### config.mk
export PLATFORM = sky130hd
export DESIGN_NAME = branch_resolve_unit_flat
export DESIGN_NICKNAME = d
export VERILOG_FILES = /design/src/rtl/branch_resolve_unit_pkg.sv /design/src/rtl/branch_resolve_unit_if.sv /design/src/rtl/branch_resolve_unit_bht_counter_table.sv /design/src/rtl/branch_resolve_unit.sv /design/src/flat_wrapper.sv
export SDC_FILE = /design/constraint.sdc
export NUM_CORES = 1
export LEC_CHECK = 0
export ABC_CLOCK_PERIOD_IN_PS = 8400
export CORE_MARGIN = 5
export CORE_UTILIZATION = 40
export CTS_CLUSTER_DIAMETER = 60
export DETAILED_ROUTE_END_ITERATION = 8
export GPL_TIMING_DRIVEN = 0
export RECOVER_POWER = 25
export SKIP_LAST_GASP = 1
export SYNTH_ARGS = -nofsm -noshare
export SYNTH_HDL_FRONTEND = slang
export SYNTH_SLANG_ARGS = --single-unit
### constraint.sdc
create_clock -name clk -period 8.4 [get_ports clk]
set_clock_uncertainty 0.05 [all_clocks]
set_input_delay 1.68 -clock clk [delete_from_list [all_inputs] [get_ports clk]]
set_output_delay 1.68 -clock clk [all_outputs]
set_load 0.02 [all_outputs]
### src/rtl/branch_resolve_unit_pkg.sv
// Shared types and constants for the branch resolve unit.
package branch_resolve_unit_pkg;

  localparam int unsigned XLEN_DEFAULT      = 32;
  localparam int unsigned BHT_DEPTH_DEFAULT = 64;

  typedef enum logic [1:0] {
    BR_COND = 2'b00,
    BR_JAL  = 2'b01,
    BR_JALR = 2'b10,
    BR_RSVD = 2'b11
  } br_kind_e;

  typedef enum logic [2:0] {
    F3_BEQ   = 3'b000,
    F3_BNE   = 3'b001,
    F3_RSVD2 = 3'b010,
    F3_RSVD3 = 3'b011,
    F3_BLT   = 3'b100,
    F3_BGE   = 3'b101,
    F3_BLTU  = 3'b110,
    F3_BGEU  = 3'b111
  } br_funct3_e;

  // Weakly not-taken
  localparam logic [1:0] BHT_RESET = 2'b01;

  // Two-bit saturating counter step
  function automatic logic [1:0] sat_update(input logic [1:0] ctr, input logic taken);
    logic [1:0] res;
    res = ctr;
    if (taken) begin
      if (ctr != 2'b11) res = ctr + 2'd1;
    end else begin
      if (ctr != 2'b00) res = ctr - 2'd1;
    end
    return res;
  endfunction

endpackage

### src/rtl/branch_resolve_unit_if.sv
// Request/result handshake bundle of the branch resolve unit.
interface branch_resolve_unit_if
  import branch_resolve_unit_pkg::*;
#(
  parameter int unsigned XLEN = XLEN_DEFAULT
);

  logic            in_valid;
  logic            in_ready;
  logic [XLEN-1:0] in_pc;
  logic [XLEN-1:0] in_rs1;
  logic [XLEN-1:0] in_rs2;
  logic [XLEN-1:0] in_imm;
  logic [2:0]      in_funct3;
  logic [1:0]      in_kind;
  logic            in_pred_taken;
  logic [XLEN-1:0] in_pred_target;

  logic            out_valid;
  logic            out_ready;
  logic            out_taken;
  logic [XLEN-1:0] out_target;
  logic [XLEN-1:0] out_link;
  logic [XLEN-1:0] out_redirect_pc;
  logic            out_mispredict;
  logic            out_illegal;
  logic            out_misaligned;

  modport master (
    output in_valid, in_pc, in_rs1, in_rs2, in_imm, in_funct3, in_kind,
           in_pred_taken, in_pred_target, out_ready,
    input  in_ready, out_valid, out_taken, out_target, out_link,
           out_redirect_pc, out_mispredict, out_illegal, out_misaligned
  );

  modport slave (
    input  in_valid, in_pc, in_rs1, in_rs2, in_imm, in_funct3, in_kind,
           in_pred_taken, in_pred_target, out_ready,
    output in_ready, out_valid, out_taken, out_target, out_link,
           out_redirect_pc, out_mispredict, out_illegal, out_misaligned
  );

endinterface

### src/rtl/branch_resolve_unit_bht_counter_table.sv
// Array of 2-bit saturating counters: async read, sync update, sync reset.
module branch_resolve_unit_bht_counter_table
  import branch_resolve_unit_pkg::*;
#(
  parameter int unsigned DEPTH = BHT_DEPTH_DEFAULT,
  parameter int unsigned IDX_W = $clog2(DEPTH)
) (
  input  logic             clk,
  input  logic             rst_n,
  input  logic [IDX_W-1:0] rd_idx,
  output logic [1:0]       rd_ctr,
  input  logic             upd_en,
  input  logic [IDX_W-1:0] upd_idx,
  input  logic             upd_taken
);

  logic [1:0] ctr [DEPTH];

  // Counter storage: reset to weakly not-taken, otherwise saturating train
  always_ff @(posedge clk) begin
    if (!rst_n) begin
      for (int unsigned i = 0; i < DEPTH; i++) ctr[i] <= BHT_RESET;
    end else if (upd_en) begin
      ctr[upd_idx] <= sat_update(ctr[upd_idx], upd_taken);
    end
  end

  // Read returns the pre-update value in an update cycle
  assign rd_ctr = ctr[rd_idx];

endmodule

### src/rtl/branch_resolve_unit.sv
// Registered, handshaked branch/jump resolution with a trained BHT.
module branch_resolve_unit
  import branch_resolve_unit_pkg::*;
#(
  parameter  int unsigned XLEN      = XLEN_DEFAULT,
  parameter  int unsigned BHT_DEPTH = BHT_DEPTH_DEFAULT,
  localparam int unsigned BHT_IDX_W = $clog2(BHT_DEPTH)
) (
  input  logic                  clk,
  input  logic                  rst_n,
  branch_resolve_unit_if.slave  bus,
  input  logic                  flush,
  input  logic [XLEN-1:0]       lookup_pc,
  output logic                  lookup_taken
);

  typedef struct packed {
    logic                 taken;
    logic [XLEN-1:0]      target;
    logic [XLEN-1:0]      link;
    logic [XLEN-1:0]      redirect;
    logic                 mispredict;
    logic                 illegal;
    logic                 misaligned;
    logic                 train;
    logic [BHT_IDX_W-1:0] idx;
  } res_t;

  res_t            nxt;
  res_t            res_q;
  logic            valid_q;
  br_kind_e        kind;
  br_funct3_e      f3;
  logic [XLEN-1:0] jalr_sum;
  logic            eq;
  logic            lt_s;
  logic            lt_u;
  logic            accept;
  logic            retire;
  logic            train_en;
  logic [1:0]      lookup_ctr;
  logic            unused_lookup_bits;

  assign eq   = bus.in_rs1 == bus.in_rs2;
  assign lt_s = $signed(bus.in_rs1) < $signed(bus.in_rs2);
  assign lt_u = bus.in_rs1 < bus.in_rs2;

  // Resolve direction, target and prediction check for the incoming request
  always_comb begin
    nxt        = '0;
    kind       = br_kind_e'(bus.in_kind);
    f3         = br_funct3_e'(bus.in_funct3);
    jalr_sum   = bus.in_rs1 + bus.in_imm;
    nxt.link   = bus.in_pc + XLEN'(4);
    nxt.target = bus.in_pc + bus.in_imm;
    case (kind)
      BR_COND: begin
        case (f3)
          F3_BEQ:  nxt.taken = eq;
          F3_BNE:  nxt.taken = !eq;
          F3_BLT:  nxt.taken = lt_s;
          F3_BGE:  nxt.taken = !lt_s;
          F3_BLTU: nxt.taken = lt_u;
          F3_BGEU: nxt.taken = !lt_u;
          default: nxt.illegal = 1'b1;
        endcase
      end
      BR_JAL:  nxt.taken = 1'b1;
      BR_JALR: begin
        nxt.taken  = 1'b1;
        nxt.target = jalr_sum & ~XLEN'(1);
      end
      default: nxt.illegal = 1'b1;
    endcase
    nxt.redirect   = nxt.taken ? nxt.target : nxt.link;
    nxt.mispredict = (nxt.taken != bus.in_pred_taken) ||
                     (nxt.taken && (nxt.target != bus.in_pred_target));
    nxt.misaligned = nxt.taken && (nxt.target[1:0] != 2'b00);
    nxt.train      = (kind == BR_COND) && !nxt.illegal;
    nxt.idx        = bus.in_pc[BHT_IDX_W+1:2];
  end

  assign bus.in_ready = !valid_q || bus.out_ready;
  assign accept       = bus.in_valid && bus.in_ready;
  assign retire       = valid_q && bus.out_ready;
  assign train_en     = retire && res_q.train && !flush;

  // Result register; flush wins over accept, hold while stalled
  always_ff @(posedge clk) begin
    if (!rst_n) begin
      valid_q <= 1'b0;
      res_q   <= '0;
    end else if (flush) begin
      valid_q <= 1'b0;
    end else if (accept) begin
      valid_q <= 1'b1;
      res_q   <= nxt;
    end else if (retire) begin
      valid_q <= 1'b0;
    end
  end

  assign bus.out_valid       = valid_q;
  assign bus.out_taken       = res_q.taken;
  assign bus.out_target      = res_q.target;
  assign bus.out_link        = res_q.link;
  assign bus.out_redirect_pc = res_q.redirect;
  assign bus.out_mispredict  = res_q.mispredict;
  assign bus.out_illegal     = res_q.illegal;
  assign bus.out_misaligned  = res_q.misaligned;

  branch_resolve_unit_bht_counter_table #(
    .DEPTH (BHT_DEPTH),
    .IDX_W (BHT_IDX_W)
  ) u_bht (
    .clk       (clk),
    .rst_n     (rst_n),
    .rd_idx    (lookup_pc[BHT_IDX_W+1:2]),
    .rd_ctr    (lookup_ctr),
    .upd_en    (train_en),
    .upd_idx   (res_q.idx),
    .upd_taken (res_q.taken)
  );

  assign lookup_taken = lookup_ctr[1];

  // Fetch PC bits outside the table index carry no prediction information
  assign unused_lookup_bits = ^{lookup_pc[XLEN-1:BHT_IDX_W+2], lookup_pc[1:0], lookup_ctr[0]};

endmodule

### src/flat_wrapper.sv
// flat-port wrapper written by rule: the top's interface ports become plain ports
module branch_resolve_unit_flat import branch_resolve_unit_pkg::*;
#(
  parameter  int unsigned XLEN      = XLEN_DEFAULT,
  parameter  int unsigned BHT_DEPTH = BHT_DEPTH_DEFAULT,
  localparam int unsigned BHT_IDX_W = $clog2(BHT_DEPTH)
)
  (clk, rst_n, flush, lookup_pc, lookup_taken, bus_in_valid, bus_in_pc, bus_in_rs1, bus_in_rs2, bus_in_imm, bus_in_funct3, bus_in_kind, bus_in_pred_taken, bus_in_pred_target, bus_out_ready, bus_in_ready, bus_out_valid, bus_out_taken, bus_out_target, bus_out_link, bus_out_redirect_pc, bus_out_mispredict, bus_out_illegal, bus_out_misaligned);
  branch_resolve_unit_if #(.XLEN(XLEN)) bus_i ();
  input  logic clk;
  input  logic rst_n;
  input  logic flush;
  input  logic [XLEN-1:0] lookup_pc;
  output logic lookup_taken;
  input wire logic [$bits(bus_i.in_valid)-1:0] bus_in_valid;
  input wire logic [$bits(bus_i.in_pc)-1:0] bus_in_pc;
  input wire logic [$bits(bus_i.in_rs1)-1:0] bus_in_rs1;
  input wire logic [$bits(bus_i.in_rs2)-1:0] bus_in_rs2;
  input wire logic [$bits(bus_i.in_imm)-1:0] bus_in_imm;
  input wire logic [$bits(bus_i.in_funct3)-1:0] bus_in_funct3;
  input wire logic [$bits(bus_i.in_kind)-1:0] bus_in_kind;
  input wire logic [$bits(bus_i.in_pred_taken)-1:0] bus_in_pred_taken;
  input wire logic [$bits(bus_i.in_pred_target)-1:0] bus_in_pred_target;
  input wire logic [$bits(bus_i.out_ready)-1:0] bus_out_ready;
  output wire logic [$bits(bus_i.in_ready)-1:0] bus_in_ready;
  output wire logic [$bits(bus_i.out_valid)-1:0] bus_out_valid;
  output wire logic [$bits(bus_i.out_taken)-1:0] bus_out_taken;
  output wire logic [$bits(bus_i.out_target)-1:0] bus_out_target;
  output wire logic [$bits(bus_i.out_link)-1:0] bus_out_link;
  output wire logic [$bits(bus_i.out_redirect_pc)-1:0] bus_out_redirect_pc;
  output wire logic [$bits(bus_i.out_mispredict)-1:0] bus_out_mispredict;
  output wire logic [$bits(bus_i.out_illegal)-1:0] bus_out_illegal;
  output wire logic [$bits(bus_i.out_misaligned)-1:0] bus_out_misaligned;
  assign bus_i.in_valid = bus_in_valid;
  assign bus_i.in_pc = bus_in_pc;
  assign bus_i.in_rs1 = bus_in_rs1;
  assign bus_i.in_rs2 = bus_in_rs2;
  assign bus_i.in_imm = bus_in_imm;
  assign bus_i.in_funct3 = bus_in_funct3;
  assign bus_i.in_kind = bus_in_kind;
  assign bus_i.in_pred_taken = bus_in_pred_taken;
  assign bus_i.in_pred_target = bus_in_pred_target;
  assign bus_i.out_ready = bus_out_ready;
  assign bus_in_ready = bus_i.in_ready;
  assign bus_out_valid = bus_i.out_valid;
  assign bus_out_taken = bus_i.out_taken;
  assign bus_out_target = bus_i.out_target;
  assign bus_out_link = bus_i.out_link;
  assign bus_out_redirect_pc = bus_i.out_redirect_pc;
  assign bus_out_mispredict = bus_i.out_mispredict;
  assign bus_out_illegal = bus_i.out_illegal;
  assign bus_out_misaligned = bus_i.out_misaligned;
  branch_resolve_unit #(.XLEN(XLEN), .BHT_DEPTH(BHT_DEPTH)) u_core (.clk(clk), .rst_n(rst_n), .bus(bus_i), .flush(flush), .lookup_pc(lookup_pc), .lookup_taken(lookup_taken));
endmodule
==> flow_summary.json, run 1 <==
{
  "ys_seq_area_share_pct": 32.9,
  "dp.cells": 2999,
  "antenna_found_initial": 3,
  "drtIter0Drc": 1419,
  "cts_max_path_buffers": 3,
  "postRouteAntennaNets": 0,
  "cellInternalPower_mw": 2.33,
  "avgSynthCellArea_sq_um": 8.80,
  "arrival_ns": 5.26,
  "place_ws_ns": 1.37,
  "first_pass_iters": 6,
  "synth_nets": 2418,
  "path_class": "in2out",
  "outcome": "finished, violations left",
  "power.switching_mw": 1.16,
  "start_util_pct": 40.2,
  "syn_inst": 2116,
  "dieArea_sq_um": 50900,
  "r2r_slack_ns": 3.49,
  "yosysWarnings": 0,
  "fin_setup_tns_ns": 0,
  "routedWlPerCell_microns": 23.5,
  "gr-total-overflow": 0,
  "slew_headroom_pct": -4.92,
  "fin_util_pct": 49.4,
  "path_buf_inv": 3,
  "cts_resized": 0,
  "ys.flop_type": "edfxtp_1",
  "diodes": 0,
  "placed_cell_area_sq_um": 22100,
  "post_cts_buffers": 0,
  "fin_crit_sh_pct": 83.2,
  "clkSlewWorstSetupHoldPaths_ns": 0.06,
  "syn2layout_area_growth_pct": 22.9,
  "crit_path_frequent_cell": "mux4_2",
  "hold_class": "reg2reg",
  "pin_count": 306,
  "fmax_mhz": 143,
  "cp-end-kind": "primary output",
  "postCtsHoldBufs": 0,
  "pwr_density_cell_nw_per_um2": 152,
  "wirelength_mm": 71.7,
  "synth.most_common_cell": "nand2_1",
  "setup_viol": 0,
  "io_buffers": 275,
  "cts_sinks": 242,
  "hold_path_depth": 2,
  "grt_pass1_vias": 17600,
  "r2r_cells": 10,
  "leakagePower_nw": 9.06,
  "place.gp.congestion": 0.932,
  "synthTopCellsByArea": "edfxtp_1, dfxtp_1, mux4_2, nand2_1, ha_1",
  "vias_per_cell": 5.80,
  "die_x_microns": 226,
  "root_buffer": "clkbuf_16",
  "rows": 79,
  "synth_top_area_share_pct": 20.7,
  "nets": 2721,
  "yosysTopAreaCell": "edfxtp_1",
  "core_sq_um": 46300,
  "crit_family": "buffers and inverters",
  "hold_path_end": "u_core.bus.out_redirect_pc[27]$_SDFFE_PN0P_",
  "cts_htree_levels": 1,
  "violations": "capacitance limit, slew limit",
  "clockPowerShare_pct": 29.5,
  "startpoint_type": "input port",
  "grt_first_pass_wirelength_mm": 106,
  "final_area_sq_um": 22900,
  "hold_viol_final": 0,
  "drc": 0,
  "grt_max_degree": 14,
  "seqPwrFrac_pct": 37.9,
  "path_cells": "clkbuf_1 > buf_1 > mux4_2 > mux4_2 > mux4_2 > clkdlybuf4s50_1",
  "grt_usage_pct": 27.1,
  "r2r-end": "u_core.u_bht.ctr[23][1]$_SDFFCE_PN0P_",
  "ir_drop_mv": 0.139,
  "drive_above_1_share_pct": 9.73,
  "rsz0062_at_grt": "false",
  "maxCapViolCount": 2,
  "clock_latency_ns": 0.52,
  "worstPathRequired_ns": 6.67,
  "period_minus_slack_ns": 6.99,
  "swShare_pct": 33.2,
  "synth-seq-cells": 242,
  "slew_violations": 16,
  "fill_cells": 4456,
  "slowest_delay_ns": 0.86,
  "tightestPinTransition_ns": 1.56,
  "worst_slack_ns": 1.41,
  "critPathSlowestCell": "buf_1",
  "async_flop_share_pct": 0,
  "die_h_microns": 226,
  "synth_area_sq_um": 18600,
  "dpl.hpwl_mm": 59.1,
  "ys_types": 82,
  "synth_common_cells": "nand2_1, nor2_1, a21oi_1",
  "min_from": "u_core.bus.out_redirect_pc[27]$_SDFFE_PN0P_",
  "worstPathMaxFanout": 10,
  "cts_tree": "done",
  "pwr-share-comb_pct": 32.5,
  "via_count": 17700,
  "synth_edf_count": 128,
  "final-instance-count-excl-fill": 3044,
  "cts_made_buffers": 25
}
power groups by stage:
| stage | clock, mW | combinational, mW | sequential (mW) |
|---|---|---|---|
| finish | 1.03 | 1.13 | 1.32 |
| global route | 1.08 | 1.22 | 1.33 |
| CTS | 1.03 | 1.14 | 1.32 |
| detailed placement | 0 | 1.13 | 1.35 |
| global placement | 0 | 1.12 | 1.35 |
| floorplan | 0 | 0.703 | 1.33 |
area by class of cell:
type / instances / area, sq um / area share (%)
Buffer: 237 / 1270 / 5.56
Clock buffer: 32 / 682 / 2.98
Clock inverter: 13 / 58.8 / 0.257
Inverter: 64 / 240 / 1.05
Multi-Input combinational cell: 1573 / 11000 / 48.0
Sequential cell: 242 / 6130 / 26.8
Tap cell: 607 / 759 / 3.32
Timing Repair Buffer: 276 / 2760 / 12.1
worst max-delay path by stage:
stage                       from                                      to  slack [ns]  cells after the start
floorplan           lookup_pc[2]                            lookup_taken        2.51                      5
global placement    bus_in_pc[9]  u_core.bus.out_mispredict$_SDFFE_PN0P_        1.23                     14
detailed placement  lookup_pc[2]                            lookup_taken        1.37                      6
CTS                 lookup_pc[2]                            lookup_taken        1.37                      6
global route        lookup_pc[2]                            lookup_taken        1.24                      6
finish              lookup_pc[2]                            lookup_taken        1.41                      6
registers in the layout, indices dropped and copies added (netlist names), named ones only:
register / cells
u_core.u_bht.ctr: 128
u_core.bus.out_link: 32
u_core.bus.out_target: 32
u_core.bus.out_illegal: 1
u_core.res_q: 7
u_core.bus.out_valid: 1
u_core.bus.out_mispredict: 1
u_core.bus.out_misaligned: 1
u_core.bus.out_redirect_pc: 32
u_core.bus.out_taken: 1
layout by cell type, fill, tap and decap left out, drive strengths merged, types with 26 or more instances in the layout:
master / netlist / layout
ha: 97 / 97
nor3: 31 / 31
nor2: 196 / 196
a21o: 26 / 26
nand4: 32 / 32
dlygate4sd3: 0 / 103
dfxtp: 114 / 114
a211oi: 37 / 37
inv: 64 / 64
o211a: 31 / 31
clkdlybuf4s50: 0 / 172
edfxtp: 128 / 128
buf: 137 / 136
mux4: 62 / 62
xnor2: 53 / 53
a21boi: 28 / 28
a21oi: 132 / 132
clkbuf: 100 / 134
xor2: 45 / 45
nand2: 337 / 337
o21ai: 60 / 60
mux2i: 42 / 42
nand3: 109 / 109
worst register-to-register path, delay by kind of cell (launching register included):
| kind | cells | cell delay [ns] |
|---|---|---|
| buf+inv | 5 | 2.35 |
| mux | 3 | 1.69 |
| flops | 1 | 0.31 |
| fa+ha+maj | 1 | 0.15 |
| simple gates | 1 | 0.10 |
stage by stage:
stage,total power [mW],hold slack [ns]
detailed placement,2.48,0.399
CTS,3.49,0.408
global placement,2.47,0.392
finish,3.49,0.408
global route,3.63,0.425
floorplan,2.04,0.382
layer usage:
metal,up-vias,wire length [microns],part of all wire (%),track usage [%]
li1,8207,-,-,-
met1,8479,27200,38,32.7
met2,812,36400,51,50.0
met3,156,5070,7.1,2.83
met4,0,3010,4.2,9.61
met5,-,0,0,0
kinds of logic (layout without fill, tap and decap cells):
kind of cell / after synthesis / in the layout / synth area share (%)
fa+ha+maj: 101 / 101 / 6.84
buf+inv: 301 / 622 / 8.13
compound gates: 432 / 432 / 16.1
xor+xnor: 107 / 107 / 5.73
flops: 242 / 242 / 32.9
mux: 107 / 107 / 9.94
simple gates: 826 / 826 / 20.4
Power figures use the tool's default switching activity.
==> inputs of run 2 (changes only) <==
--- a/config.mk
+++ b/config.mk
@@ -5,12 +5,13 @@
 export SDC_FILE = /design/constraint.sdc
 export NUM_CORES = 1
 export LEC_CHECK = 0
-export ABC_CLOCK_PERIOD_IN_PS = 8400
+export ABC_CLOCK_PERIOD_IN_PS = 5700
 export CORE_MARGIN = 5
 export CORE_UTILIZATION = 40
 export CTS_CLUSTER_DIAMETER = 60
 export DETAILED_ROUTE_END_ITERATION = 8
 export GPL_TIMING_DRIVEN = 0
+export PLACE_DENSITY = 0.65
 export RECOVER_POWER = 25
 export SKIP_LAST_GASP = 1
 export SYNTH_ARGS = -nofsm -noshare
==> constraint.sdc (replaced) <==
create_clock -name clk -period 5.7 [get_ports clk]
set_clock_uncertainty 0.05 [all_clocks]
set_input_delay 1.14 -clock clk [delete_from_list [all_inputs] [get_ports clk]]
set_output_delay 1.14 -clock clk [all_outputs]
set_load 0.02 [all_outputs]
==> run 2 against run 1 <==
  * Final area increased by 0.72%
  * Largest cell class unchanged
  * The flow finishes with violations (capacitance limit, slew limit, setup timing)
  * Combinational power grew 49%
  * Highest routed layer is now met5
  * Critical endpoint is now u_core.bus.out_mispredict$_SDFFE_PN0P_
  * Setup slack worse by 1.4 ns
  * Wire length is 1.2% higher
==> flow_summary.json, run 2 (synthesis results as in run 1) <==
{
  "outcome": "finished, violations left",
  "violations": "capacitance limit, slew limit, setup timing",
  "worstPathMaxFanout": 8,
  "grt_first_pass_wirelength_mm": 107,
  "cp-end-kind": "flip-flop",
  "antenna_found_initial": 2,
  "gr-total-overflow": 0,
  "fin_crit_sh_pct": 100,
  "cts_made_buffers": 25,
  "cts_sinks": 242,
  "cts_max_path_buffers": 3,
  "syn2layout_area_growth_pct": 23.7,
  "nets": 2720,
  "place.gp.congestion": 0.970,
  "diodes": 0,
  "drc": 0,
  "root_buffer": "clkbuf_16",
  "final-instance-count-excl-fill": 3043,
  "routedWlPerCell_microns": 23.8,
  "dp.cells": 2998,
  "cts_tree": "done",
  "arrival_ns": 6.05,
  "period_minus_slack_ns": 5.71,
  "dpl.hpwl_mm": 59.3,
  "path_class": "in2reg",
  "place_ws_ns": -0.921,
  "via_count": 17900,
  "clkSlewWorstSetupHoldPaths_ns": 0.06,
  "grt_max_degree": 16,
  "post_cts_buffers": 0,
  "first_pass_iters": 5,
  "slew_headroom_pct": -1.96,
  "clock_latency_ns": 0.52,
  "grt_usage_pct": 27.5,
  "worst_slack_ns": -0.0128,
  "hold_class": "reg2reg",
  "drtIter0Drc": 1666,
  "rows": 79,
  "maxCapViolCount": 3,
  "largest_reg_flops": 128,
  "rsz0062_at_grt": "true",
  "drive_above_1_share_pct": 10.0,
  "wirelength_mm": 72.5,
  "pwr_density_cell_nw_per_um2": 232,
  "fmax_mhz": 175,
  "tightestPinTransition_ns": 1.52,
  "core_sq_um": 46300,
  "cts_htree_levels": 1,
  "final_common_cell": "nand2_1",
  "hold_viol_final": 0,
  "grt_pass1_vias": 18000,
  "postRouteAntennaNets": 0,
  "io_buffers": 275,
  "regMostFlops": "u_core.u_bht.ctr",
  "worstPathRequired_ns": 6.04,
  "leakagePower_nw": 9.13,
  "start_util_pct": 40.2,
  "die_x_microns": 226,
  "dieArea_sq_um": 50900,
  "pin_count": 306,
  "startpoint_type": "input port",
  "setup_viol": 1,
  "slew_violations": 17,
  "final_cell_mix": "nand2_1, nor2_1, clkdlybuf4s50_1",
  "die_h_microns": 226,
  "ir_drop_mv": 0.200,
  "vias_per_cell": 5.89
}
run 2: cell count changes in the layout (fill, tap and decap cells not counted), moves of 2 or more:
cell       change
o311ai_0       -2
clkbuf_16      +5
clkinv_1       -5
clkinv_2       -7
clkbuf_2       +2
run 2: routing by layer:
metal / global-route usage (%) / wire length, microns / up-vias / share of wire, %
li1: - / - / 8190 / -
met1: 33.7 / 27700 / 8675 / 38
met5: 0 / 27 / - / 0.037
met2: 48.8 / 35700 / 863 / 49
met3: 3.12 / 5520 / 180 / 7.6
met4: 11.9 / 3560 / 4 / 4.9
run 2: stage by stage:
| step | hold WS [ns] | cell area, sq um | power (mW) | TNS, ns | util, % |
|---|---|---|---|---|---|
| 2_1_floorplan | 0.382 | 18600 | 3.00 | 0 | - |
| 6_report | 0.406 | 23000 | 5.35 | -0.0128 | 49.8 |
| 3_3_place_gp | 0.397 | 22100 | 3.64 | -6.42 | 47.8 |
| 3_5_place_dp | 0.399 | 22100 | 3.65 | -6.10 | 47.8 |
| 4_1_cts | 0.407 | 23000 | 5.36 | -0.188 | 49.7 |
| 5_1_grt | 0.430 | 23000 | 5.57 | -0.0941 | 49.8 |
run 2: cell type report:
cell class	instances	area, sq um
flip-flops and latches	242	6130
clock buffers	40	818
repair buffers	275	2750
fillers	4408	23200
inverters	64	240
clock inverters	5	57.6
well taps	607	759
plain buffers	237	1280
multi-input cells	1573	11000
run 2: final timing paths:
check                                               from                                     endpoint  slack [ns]  cells after the start
max reg2reg                                    flip-flop        u_core.u_bht.ctr[15][0]$_SDFFCE_PN1P_        1.59                     10
min reg2reg  u_core.bus.out_redirect_pc[23]$_SDFFE_PN0P_  u_core.bus.out_redirect_pc[23]$_SDFFE_PN0P_        0.41                      2
min          u_core.bus.out_redirect_pc[23]$_SDFFE_PN0P_  u_core.bus.out_redirect_pc[23]$_SDFFE_PN0P_        0.41                      2
max                                         bus_in_pc[2]       u_core.bus.out_mispredict$_SDFFE_PN0P_       -0.01                     13
run 2: critical path: stages:
cell	delay, ns
clkdlybuf4s50_1	0.76
ha_1	0.38
o211ai_1	0.35
o211ai_1	0.23
a211oi_2	0.44
nor3_1	0.21
or4b_1	0.61
nand4_1	0.11
or3b_2	0.47
nor4_4	0.49
xor2_1	0.21
a2111oi_4	0.56
nor2_1	0.07
run 2: power by group:
group | switching [mW] | internal (mW)
clock network | 0.688 | 1.03
registers | 0.0518 | 1.90
logic | 0.987 | 0.691
run 2: timing repair:
action	4_1_cts	5_1_grt
setup endpoints to repair	2	2
hold buffers	0	0
gates resized for setup	3	8
